`config.mk`:
```
export PLATFORM = sky130hd
export DESIGN_NAME = serial_tx_param_flat
export DESIGN_NICKNAME = d
export VERILOG_FILES = /design/src/rtl/serial_tx_param_if.sv /design/src/rtl/serial_tx_param.sv /design/src/flat_wrapper.sv
export SDC_FILE = /design/constraint.sdc
export NUM_CORES = 1
export LEC_CHECK = 0
export ABC_CLOCK_PERIOD_IN_PS = 2700
export BUFFER_PORTS_ARGS = -buffer_cell sky130_fd_sc_hd__buf_4
export CAP_MARGIN = 20
export CORE_ASPECT_RATIO = 0.9
export CORE_UTILIZATION = 54
export DETAILED_ROUTE_END_ITERATION = 16
export GPL_TIMING_DRIVEN = 0
export PLACE_DENSITY = 0.72
export SETUP_SLACK_MARGIN = 0.5
export SLEW_MARGIN = 20
export SYNTH_ARGS = -nofsm -noshare
export SYNTH_HDL_FRONTEND = slang
export SYNTH_SLANG_ARGS = --single-unit
```
`constraint.sdc`:
```
create_clock -name Clk -period 2.7 [get_ports Clk]
set_clock_uncertainty 0.05 [all_clocks]
set_input_delay 0.27 -clock Clk [delete_from_list [all_inputs] [get_ports Clk]]
set_output_delay 0.27 -clock Clk [all_outputs]
set_load 0.02 [all_outputs]
```
`src/rtl/serial_tx_param_if.sv`:
```
// Parallel-load / serial-out handshake bundle for serial_tx_param.
// The master side drives the word, controls and divider; the slave reports status and the serial bit.
interface serial_tx_param_if #(
  parameter int DATA_WIDTH = 32,
  parameter int DIV_WIDTH  = 16
);
  logic [DATA_WIDTH-1:0] DataIn;
  logic                  Sample;
  logic                  StartTx;
  logic [DIV_WIDTH-1:0]  ClkDiv;
  logic                  TxBusy;
  logic                  TxDone;
  logic                  DataOut;

  modport master (output DataIn, Sample, StartTx, ClkDiv, input TxBusy, TxDone, DataOut);
  modport slave  (input DataIn, Sample, StartTx, ClkDiv, output TxBusy, TxDone, DataOut);
endinterface

```
`src/rtl/serial_tx_param.sv`:
```
// Parameterised parallel-to-serial transmitter with programmable bit period.
// Define SERIAL_TX_PARITY_EN to append one even-parity bit after the data bits.
module serial_tx_param #(
  parameter int DATA_WIDTH = 32,
  parameter int DIV_WIDTH  = 16,
  parameter int MSB_FIRST  = 1
) (
  input  logic              Clk,
  input  logic              Reset,
  serial_tx_param_if.slave  bus
);
  localparam int BW = (DATA_WIDTH > 1) ? $clog2(DATA_WIDTH) : 1;
  localparam logic [BW-1:0] LAST = BW'(DATA_WIDTH - 1);

`ifdef SERIAL_TX_PARITY_EN
  typedef enum logic [1:0] {IDLE, SHIFT, PARITY, DONE} state_t;
`else
  typedef enum logic [1:0] {IDLE, SHIFT, DONE} state_t;
`endif

  state_t                state_q, state_d;
  logic [DATA_WIDTH-1:0] hold_q, hold_d;
  logic [DATA_WIDTH-1:0] shift_q, shift_d;
  logic [DIV_WIDTH-1:0]  div_q, div_d;
  logic [DIV_WIDTH-1:0]  cnt_q, cnt_d;
  logic [BW-1:0]         bit_q, bit_d;
  logic                  dout_q, dout_d;
`ifdef SERIAL_TX_PARITY_EN
  logic                  par_q, par_d;
`endif

  logic                  busy, smp_ok, start_ok;
  logic [DATA_WIDTH-1:0] word, shift_nx;

  function automatic logic head(input logic [DATA_WIDTH-1:0] w);
    return (MSB_FIRST != 0) ? w[DATA_WIDTH-1] : w[0];
  endfunction

`ifdef SERIAL_TX_PARITY_EN
  assign busy = (state_q == SHIFT) || (state_q == PARITY);
`else
  assign busy = (state_q == SHIFT);
`endif
  assign smp_ok   = bus.Sample  && !busy;
  assign start_ok = bus.StartTx && !busy;
  // Same-cycle Sample bypasses the holding register so the fresh word is sent.
  assign word     = smp_ok ? bus.DataIn : hold_q;
  assign shift_nx = (MSB_FIRST != 0) ? (shift_q << 1) : (shift_q >> 1);

  always_comb begin
    state_d = state_q;
    hold_d  = hold_q;
    shift_d = shift_q;
    div_d   = div_q;
    cnt_d   = cnt_q;
    bit_d   = bit_q;
    dout_d  = 1'b0;
`ifdef SERIAL_TX_PARITY_EN
    par_d   = par_q;
`endif
    if (smp_ok) hold_d = bus.DataIn;
    case (state_q)
      IDLE, DONE: begin
        state_d = IDLE;
        if (start_ok) begin
          state_d = SHIFT;
          shift_d = word;
          div_d   = bus.ClkDiv;
          cnt_d   = '0;
          bit_d   = '0;
          dout_d  = head(word);
`ifdef SERIAL_TX_PARITY_EN
          par_d   = ^word;
`endif
        end
      end
      SHIFT: begin
        dout_d = dout_q;
        if (cnt_q == div_q) begin
          cnt_d = '0;
          if (bit_q == LAST) begin
`ifdef SERIAL_TX_PARITY_EN
            state_d = PARITY;
            dout_d  = par_q;
`else
            state_d = DONE;
            dout_d  = 1'b0;
`endif
          end else begin
            bit_d   = bit_q + 1'b1;
            shift_d = shift_nx;
            dout_d  = head(shift_nx);
          end
        end else begin
          cnt_d = cnt_q + 1'b1;
        end
      end
`ifdef SERIAL_TX_PARITY_EN
      PARITY: begin
        dout_d = dout_q;
        if (cnt_q == div_q) begin
          cnt_d   = '0;
          state_d = DONE;
          dout_d  = 1'b0;
        end else begin
          cnt_d = cnt_q + 1'b1;
        end
      end
`endif
      default: state_d = IDLE;
    endcase
  end

  always_ff @(posedge Clk) begin
    if (Reset) begin
      state_q <= IDLE;
      hold_q  <= '0;
      shift_q <= '0;
      div_q   <= '0;
      cnt_q   <= '0;
      bit_q   <= '0;
      dout_q  <= 1'b0;
`ifdef SERIAL_TX_PARITY_EN
      par_q   <= 1'b0;
`endif
    end else begin
      state_q <= state_d;
      hold_q  <= hold_d;
      shift_q <= shift_d;
      div_q   <= div_d;
      cnt_q   <= cnt_d;
      bit_q   <= bit_d;
      dout_q  <= dout_d;
`ifdef SERIAL_TX_PARITY_EN
      par_q   <= par_d;
`endif
    end
  end

  assign bus.TxBusy  = busy;
  assign bus.TxDone  = (state_q == DONE);
  assign bus.DataOut = dout_q;
endmodule
```
`src/flat_wrapper.sv`:
```
// flat-port wrapper written by rule: the top's interface ports become plain ports
module serial_tx_param_flat 
#(
  parameter int DATA_WIDTH = 32,
  parameter int DIV_WIDTH  = 16,
  parameter int MSB_FIRST  = 1
)
  (Clk, Reset, bus_DataIn, bus_Sample, bus_StartTx, bus_ClkDiv, bus_TxBusy, bus_TxDone, bus_DataOut);
  serial_tx_param_if #(.DATA_WIDTH(DATA_WIDTH), .DIV_WIDTH(DIV_WIDTH)) bus_i ();
  input  logic Clk;
  input  logic Reset;
  input wire logic [$bits(bus_i.DataIn)-1:0] bus_DataIn;
  input wire logic [$bits(bus_i.Sample)-1:0] bus_Sample;
  input wire logic [$bits(bus_i.StartTx)-1:0] bus_StartTx;
  input wire logic [$bits(bus_i.ClkDiv)-1:0] bus_ClkDiv;
  output wire logic [$bits(bus_i.TxBusy)-1:0] bus_TxBusy;
  output wire logic [$bits(bus_i.TxDone)-1:0] bus_TxDone;
  output wire logic [$bits(bus_i.DataOut)-1:0] bus_DataOut;
  assign bus_i.DataIn = bus_DataIn;
  assign bus_i.Sample = bus_Sample;
  assign bus_i.StartTx = bus_StartTx;
  assign bus_i.ClkDiv = bus_ClkDiv;
  assign bus_TxBusy = bus_i.TxBusy;
  assign bus_TxDone = bus_i.TxDone;
  assign bus_DataOut = bus_i.DataOut;
  serial_tx_param #(.DATA_WIDTH(DATA_WIDTH), .DIV_WIDTH(DIV_WIDTH), .MSB_FIRST(MSB_FIRST)) u_core (.Clk(Clk), .Reset(Reset), .bus(bus_i));
endmodule
```
# Word-level counts from Yosys, hierarchy flattened
# Index checks and enable logic that the tools add are counted.
dict set report word_totals {
  out_inout_bits 3
  ff_bits 103
  word_cells 47
  in_bits 52
}
dict set report classes {
  addsub 2
  n_reduce_logical 10
  muxes 20
  n_eq_ne 8
}
# cell n
set ops {}
lappend ops {{$mux 31} 3}
lappend ops {{$pmux 31 s2} 1}
lappend ops {{$mux 16} 2}
lappend ops {{$mux 32} 1}
lappend ops {{$pmux 16 s2} 1}
lappend ops {{$add 16x1->16 const B} 1}
lappend ops {{$eq 16x16->1} 1}
lappend ops {{$mux 5} 3}
lappend ops {{$pmux 5 s2} 1}
lappend ops {{$ne 2x2->1 const B} 3}
lappend ops {{$reduce_and 2->1} 3}
lappend ops {{$add 5x1->5 const B} 1}
lappend ops {{$eq 5x5->1 const B} 1}
lappend ops {{$mux 1} 4}
lappend ops {{$mux 2} 2}
lappend ops {{$pmux 2 s2} 1}
lappend ops {{$reduce_and 4->1} 1}
lappend ops {{$eq 2x1->1 const B} 1}
lappend ops {{$eq 2x2->1 const B} 1}
lappend ops {{$logic_and 1x1->1} 2}
lappend ops {{$logic_not 2->1} 1}
lappend ops {{$ne 2x1->1 const B} 1}
lappend ops {{$pmux 1 s2} 1}
lappend ops {{$reduce_bool 2->1} 1}
lappend ops {{2 further kinds} 2}

# Depth between registers and ports, before layout
# Gate-level depths: netlist of the first run.
dict set report depth {
  word_depth 6
  depth_mapped 8
  ltp_nobuf 8
}

# Least setup slack after synthesis of the first run
# Ideal clock, no wire load.
dict set report synth_timing {
  path_kind {register -> register}
  startpoint {register u_core.bit_q[0]}
  endpoint {register u_core.shift_q[10]}
  period_less_slack_ns 2.129
  setup_time_ns 0.122
  arrival_time_ns 1.957
  slack_ns 0.571
  required_time_ns 2.528
  path_buffers 1
  path_stages_with_launch 9
  path_cell_list {dfxtp_1 -> ha_1 -> and3_1 -> ha_1 -> nor3b_1 -> nor3_1 -> o21bai_1 -> buf_2 -> a221o_1}
}
dict set report synth_via {
  elab_chain_len 3
}
# item line
set synth_rtl {}
lappend synth_rtl {{from (decl)} serial_tx_param.sv:26} ;# logic [BW-1:0] bit_q, bit_d;
lappend synth_rtl {{from (signal assigned)} serial_tx_param.sv:132} ;# bit_q <= bit_d;
lappend synth_rtl {{$eq 5x5->1} serial_tx_param.sv:81} ;# if (bit_q == LAST) begin
lappend synth_rtl {{$ne 2x2->1 (no source line)} n/a}
lappend synth_rtl {{$reduce_and 4->1 (no source line)} n/a}
lappend synth_rtl {{to (signal assigned)} serial_tx_param.sv:129} ;# shift_q <= shift_d;
lappend synth_rtl {{to (decl)} serial_tx_param.sv:23} ;# logic [DATA_WIDTH-1:0] shift_q, shift_d;
# No other way between the ends.
# A chain may end at the register's enable or synchronous reset.

# Worst setup path after layout of the first run
dict set report layout_timing {
  startpoint {register u_core.bit_q[1]}
  endpoint {register u_core.shift_q[21]}
}
# Same word-level chain as after synthesis.

==> impl_metrics.env, run 1 <==
export IMPL_fin_nets=702
export IMPL_cp_cell_sequence="ha_1 -> and3_4 -> ha_4 -> o21ai_0 -> and3_1 -> buf_4 -> buf_4 -> a221o_1"
export IMPL_placed_cell_area_um2=5260
export IMPL_vias=4391
export IMPL_synth_edff_count=0
export IMPL_drcViolationCount=0
export IMPL_postRouteAntennaNets=0
export IMPL_fin_tns_setup_ps=0
export IMPL_cts_path_max_buffers=2
export IMPL_slowest_delay_ps=370
export IMPL_fin_area_um2=5630
export IMPL_status="complete, no violations"
export IMPL_cts_reportedPaths_clkPinSlew_ps=110
export IMPL_worstPathMaxFanout=10
export IMPL_num_rows=31
export IMPL_rsz0062_at_grt="yes"
export IMPL_diodes=0
export IMPL_drt_wl_total_mm=11.5
export IMPL_finalWeightedCongestion=0.849
export IMPL_maxCapViolations=0
export IMPL_io_buffers=52
export IMPL_hp_start="bus_ClkDiv[14]"
export IMPL_crit_top_cell="buf_4"
export IMPL_irDropWorstVdd_uv=330
export IMPL_path_class="flop to flop"
export IMPL_ys_ff_latch=103
export IMPL_syn_cell_area_um2=4720
export IMPL_wl_met2_mm=5.03
export IMPL_cts_tree="built"
export IMPL_critPathLaunchType="flop"
export IMPL_final_layout_size_suffix_gt1_share_pct=15.8
export IMPL_period_needed_ps=2180
export IMPL_setup_viol=0
export IMPL_grt_remaining_overflow=0
export IMPL_fin_cells=767
export IMPL_dieArea_um2=9130
export IMPL_top_layer_used="met4"
export IMPL_wl_met3_um=664
export IMPL_synth_cell_types=41
export IMPL_firstDrtPassIters=4
export IMPL_finalCritPeriodShare_pct=80.7
export IMPL_die_y_um=90.7
export IMPL_cts_sinks=103
export IMPL_worstSetupEndpointType="flop"
export IMPL_place_inst=744
export IMPL_initial_utilization_pct=57.2
export IMPL_power_w=0.00336
export IMPL_met1_length_mm=5.63
export IMPL_drtIter0Drc=226
export IMPL_cts_hold_buf=0
export IMPL_dp_hpwl_mm=8.09
export IMPL_async_flop_share_pct=0
export IMPL_yosysWarnings=0
export IMPL_wl_per_cell_um=14.9
export IMPL_postSynthCellCount=577
export IMPL_r2r_start="u_core.bit_q[1]$_SDFFE_PP0P_"
export IMPL_crit_start="u_core.bit_q[1]$_SDFFE_PP0P_"
export IMPL_required_ps=2910
export IMPL_die_x_um=101
export IMPL_ios=55
export IMPL_worst_pin_slew_ps=1070
export IMPL_antenna_found_initial=0
export IMPL_grt_first_pass_wirelength_mm=19.3
export IMPL_cellLeakagePower_nw=2.21
export IMPL_slew_violations=0
export IMPL_grt_pass1_vias=4051
export IMPL_max_freq_mhz=459
export IMPL_cts_buffers=9
export IMPL_avgViaCountPerCell=5.72
export IMPL_relSlewSlack_pct=28.5
export IMPL_avgSynthCellArea_um2=8.19
export IMPL_hold_class="primary input to flop"
export IMPL_insertion_delay_ps=370
export IMPL_synthToLayoutAreaGrowth_pct=19.2
export IMPL_grt_util_all_layers_pct=26.5
export IMPL_core_um2=8260
export IMPL_arrival_ps=2390
export IMPL_syn_nets=632
export IMPL_cts_root_buf="clkbuf_8"
export IMPL_htree_num_levels=3
export IMPL_synth_seq_area_share_pct=43.6
export IMPL_pwr_density_cell_nw_per_um2=597
export IMPL_grt_max_degree=20
export IMPL_critPathSlowestCell="dfxtp_1"
export IMPL_finalHoldViolCount=0
export IMPL_ys_flop_type="dfxtp_1"
## stage by stage
| step | utilization, % | hold slack, ps | setup slack (ps) |
|---|---|---|---|
| final | 68.2 | 77.4 | 520 |
| after global routing | 68.2 | 75.4 | 410 |
| after CTS | 67.6 | 62.4 | 505 |
| after detailed placement | 63.7 | 396 | 215 |
| after global placement | 63.7 | 390 | 245 |
| after floorplan | - | 356 | 571 |
## layout by cell type (no fill, tap or decap), types with 3 or more instances in the layout
master,Yosys,final
a221o_1,29,29
xor2_1,6,6
inv_1,3,3
a22o_1,4,4
nand3_1,11,11
nand4_1,9,9
clkbuf_8,0,9
nand4b_1,4,4
dfxtp_1,103,101
nor2_1,44,44
clkbuf_1,33,28
o21ai_0,34,34
nand2_1,143,143
mux2i_1,31,31
a21oi_1,51,51
and2_1,3,3
buf_2,8,5
xnor2_1,19,19
buf_4,2,60
buf_6,0,4
inv_6,0,3
clkbuf_2,0,5
or4_1,4,4
## cells by family (layout without fill, tap and decap cells)
kind of cell,after synthesis,in the layout,share of synthesized area [%]
adders and majority gates,3,3,0.795
muxes,32,32,6.81
DFF,103,103,43.6
xor gates and xnor gates,25,25,4.63
and+or+nand+nor,236,236,21.8
buffers and inverters,47,122,4.10
AOI/OAI and AO/OA,131,131,18.2
## report_power, final
part / internal (W) / total (W) / switching, W
sequential: 0.00161 / 0.00167 / 0.0000595
combinational: 0.000246 / 0.000580 / 0.000334
clock: 0.000542 / 0.00111 / 0.000569
total: 0.00240 / 0.00336 / 0.000962
## metal layers
metal	up-vias	track usage, %
met4	0	6.16
met2	121	40.4
met3	12	4.80
met1	2111	38.7
met5	-	0
li1	2147	-
## state kept, by name, summed over array words and instances (netlist names)
name / flops
u_core.bus.DataOut: 1
u_core.cnt_q: 16
u_core.div_q: 16
u_core.shift_q: 31
u_core.bit_q: 5
u_core.state_q: 2
u_core.hold_q: 32
## synth_stat cells, types with 2 or more instances
master	number	area share, %
mux2i_1	31	6.6
a21o_1	2	0.32
nor2_1	44	3.5
o31ai_1	2	0.32
a22o_1	4	0.74
nand2b_1	2	0.26
nand4_1	9	1.2
nor3b_1	3	0.48
nand3_1	11	1.2
buf_4	2	0.32
xnor2_1	19	3.5
a21oi_1	51	5.4
ha_1	3	0.79
clkbuf_1	33	2.6
nand2_1	143	11
and2_1	3	0.40
dfxtp_1	103	44
nor4b_1	2	0.37
or4_1	4	0.64
a221o_1	29	6.1
xor2_1	6	1.1
buf_2	8	0.85
nand4b_1	4	0.74
o21ai_0	34	3.6
nor3_1	3	0.32
nor2b_1	2	0.26
and3_1	3	0.40
a211o_1	2	0.37
inv_1	3	0.24
## critical path, delay by kind of cell (launching register included)
kind	cells	cell delay [ps]
AND/OR/NAND/NOR	2	450
AO/OA/AOI/OAI	2	460
adder cells (fa/ha/maj)	2	390
flip-flops	1	370
buffers and inverters	2	360
## final cells by class
class	instances	area (µm²)
inverters	4	15.0
flip-flops and latches	103	2060
well taps	115	144
repair buffers	59	447
clock inverters	7	111
fillers	749	2630
plain buffers	43	204
clock buffers	9	124
multi-input cells	427	2520
## path summary, 6_finish.rpt
kind	endpoint	slack, ps	cells after the start
max	u_core.shift_q[21]$_SDFFE_PP0P_	520	8
min	u_core.div_q[14]$_SDFFE_PP0P_	80	3
max reg2reg	u_core.shift_q[21]$_SDFFE_PP0P_	520	8
min reg2reg	u_core.hold_q[16]$_SDFF_PP0_	410	2
## what timing repair did
action                                  4_1_cts  5_1_grt
pin swaps                                     3        0
endpoints found under the setup margin       47       77
setup buffers                                 6        0
gates resized for setup                      12       17
endpoints found under the hold margin         0        0
cloned                                        0        1
Note: power is estimated with default switching activity, not from simulation.
==> run 2, diff against run 1 <==
ABC_CLOCK_PERIOD_IN_PS = 2100   (was 2700)
clock period = 2.1 ns   (was 2.7 ns; I/O delays follow)
==> impl_metrics.env, run 2 (synthesized netlist as in run 1, its figures left out) <==
export IMPL_synthToLayoutAreaGrowth_pct=30.5
export IMPL_wl_met3_um=794
export IMPL_antenna_found_initial=0
export IMPL_whs_ps=15.1
export IMPL_wl_per_cell_um=16.5
export IMPL_dieArea_um2=9130
export IMPL_required_ps=2310
export IMPL_path_class="flop to flop"
export IMPL_irDropWorstVdd_uv=542
export IMPL_place_inst=744
export IMPL_met1_length_mm=5.90
export IMPL_cts_sinks=103
export IMPL_final_common_cell="nand2_1"
export IMPL_cp_cell_sequence="xnor2_1 -> nand4_1 -> nor4_4 -> buf_6 -> o21bai_4 -> buf_6 -> a221o_1"
export IMPL_htree_num_levels=3
export IMPL_arrival_ps=2300
export IMPL_drt_wl_total_mm=13.0
export IMPL_avgViaCountPerCell=5.70
export IMPL_critPathLaunchType="flop"
export IMPL_grt_util_all_layers_pct=28.6
export IMPL_top_layer_used="met4"
export IMPL_ios=55
export IMPL_cellLeakagePower_nw=2.41
export IMPL_final_layout_size_suffix_gt1_share_pct=26.2
export IMPL_diodes=0
export IMPL_worst_pin_slew_ps=777
export IMPL_drtIter0Drc=238
export IMPL_insertion_delay_ps=380
export IMPL_vias=4492
export IMPL_reg2regPathDepth=7
export IMPL_cts_reportedPaths_clkPinSlew_ps=100
export IMPL_p_switching_w=0.00130
export IMPL_die_y_um=90.7
export IMPL_whs_path_depth=3
export IMPL_finalWeightedCongestion=0.803
export IMPL_drcViolationCount=0
export IMPL_comb_power_share_pct=22.3
export IMPL_worstSetupEndpointType="flop"
export IMPL_top_regs="u_core.hold_q x32, u_core.shift_q x31"
export IMPL_dp_hpwl_mm=8.30
export IMPL_final_cell_mix="nand2_1, dfxtp_1, buf_4, a21oi_1, nor2_1"
export IMPL_finish_utilization_pct=74.6
export IMPL_cts_path_max_buffers=2
export IMPL_slowest_delay_ps=350
export IMPL_wl_met2_mm=6.11
export IMPL_initial_utilization_pct=57.2
export IMPL_finalCritPeriodShare_pct=99.4
export IMPL_grt_first_pass_wirelength_mm=20.6
export IMPL_setup_viol=0
export IMPL_hold_class="primary input to flop"
export IMPL_die_x_um=101
export IMPL_fill_cells=621
export IMPL_worstPathMaxFanout=8
export IMPL_grt_remaining_overflow=0
export IMPL_postRouteAntennaNets=0
export IMPL_finalHoldViolCount=0
export IMPL_pwr_density_cell_nw_per_um2=692
export IMPL_rsz0062_at_grt="yes"
export IMPL_swShare_pct=30.4
export IMPL_cts_buffers=9
export IMPL_clkPwrFrac_pct=27.1
export IMPL_firstDrtPassIters=5
export IMPL_largest_reg_flops=32
export IMPL_core_um2=8260
export IMPL_crit_top_cell="buf_6"
export IMPL_largest_register="u_core.hold_q"
export IMPL_io_buffers=52
export IMPL_cts_root_buf="clkbuf_8"
export IMPL_seqPwrFrac_pct=50.6
export IMPL_relSlewSlack_pct=47.8
export IMPL_slew_violations=0
export IMPL_status="complete, no violations"
export IMPL_maxCapViolations=0
export IMPL_num_rows=31
export IMPL_grt_pass1_vias=4324
export IMPL_max_freq_mhz=479
export IMPL_period_needed_ps=2090
export IMPL_fin_nets=723
export IMPL_p_int_w=0.00297
export IMPL_fin_cells=788
export IMPL_grt_max_degree=18
export IMPL_cts_tree="built"
export IMPL_critPathSlowestCell="dfxtp_1"
-- run 2: changes by cell type in the layout (fill, tap and decap cells not counted), sizes merged --
cell	change
dlygate4sd3	+1
clkinvlp	+1
clkbuf	-3
buf	+24
bufinv	-2
-- run 2: critical path, delay by kind of cell (launching register included) --
kind            cells  cell delay, ps
flops               1             350
compound gates      2             440
buf+inv             2             350
simple gates        2             530
xor+xnor            1             230
-- run 2: final cells by class --
class	count	area [µm²]	area share (%)
plain buffers	43	318	5.16
flip-flops and latches	103	2090	33.9
clock buffers	10	128	2.07
repair buffers	80	679	11.0
clock inverters	6	43.8	0.711
well taps	115	144	2.33
inverters	4	17.5	0.284
multi-input cells	427	2740	44.5
-- run 2: final timing paths --
path / slack, ps / from / to
hold / removal: 20 / bus_ClkDiv[5] / u_core.div_q[5]$_SDFFE_PP0P_
setup / recovery: 10 / u_core.div_q[3]$_SDFFE_PP0P_ / u_core.shift_q[19]$_SDFFE_PP0P_
setup reg to reg: 10 / u_core.div_q[3]$_SDFFE_PP0P_ / u_core.shift_q[19]$_SDFFE_PP0P_
hold reg to reg: 410 / u_core.hold_q[18]$_SDFF_PP0_ / u_core.hold_q[18]$_SDFF_PP0_
-- run 2: power by group through the flow --
stage / Combinational, W / Sequential [W] / Clock (W)
2_1_floorplan: 0.000485 / 0.00218 / 0
3_3_place_gp: 0.000692 / 0.00219 / 0
3_5_place_dp: 0.000714 / 0.00219 / 0
4_1_cts: 0.000855 / 0.00215 / 0.00117
5_1_grt: 0.00103 / 0.00217 / 0.00126
6_report: 0.000953 / 0.00216 / 0.00116
-- run 2: stage by stage --
stage	cell area, µm²	power (W)	TNS [ps]	worst slack (ps)
after global placement	5350	0.00288	-8150	-282
after global routing	6160	0.00447	-652	-47.8
final	6160	0.00427	0	12.6
after CTS	5900	0.00418	0	59.1
after detailed placement	5350	0.00291	-6970	-268
after floorplan	4810	0.00266	0	181
-- run 2: what timing repair did --
item                                   CTS  global route
gates cloned                             6             0
endpoints found under the hold margin    0             1
buffers inserted                        16             5
resized for setup                       67            62
pin swaps                               12            15
setup endpoints to repair               98            95
hold buffers                             0             1
-- run 2: metal layers --
metal	vias to the layer above	GRT usage, %
li1	2195	-
met1	2137	39.5
met2	142	44.7
met3	18	6.89
met4	0	7.25
met5	-	0
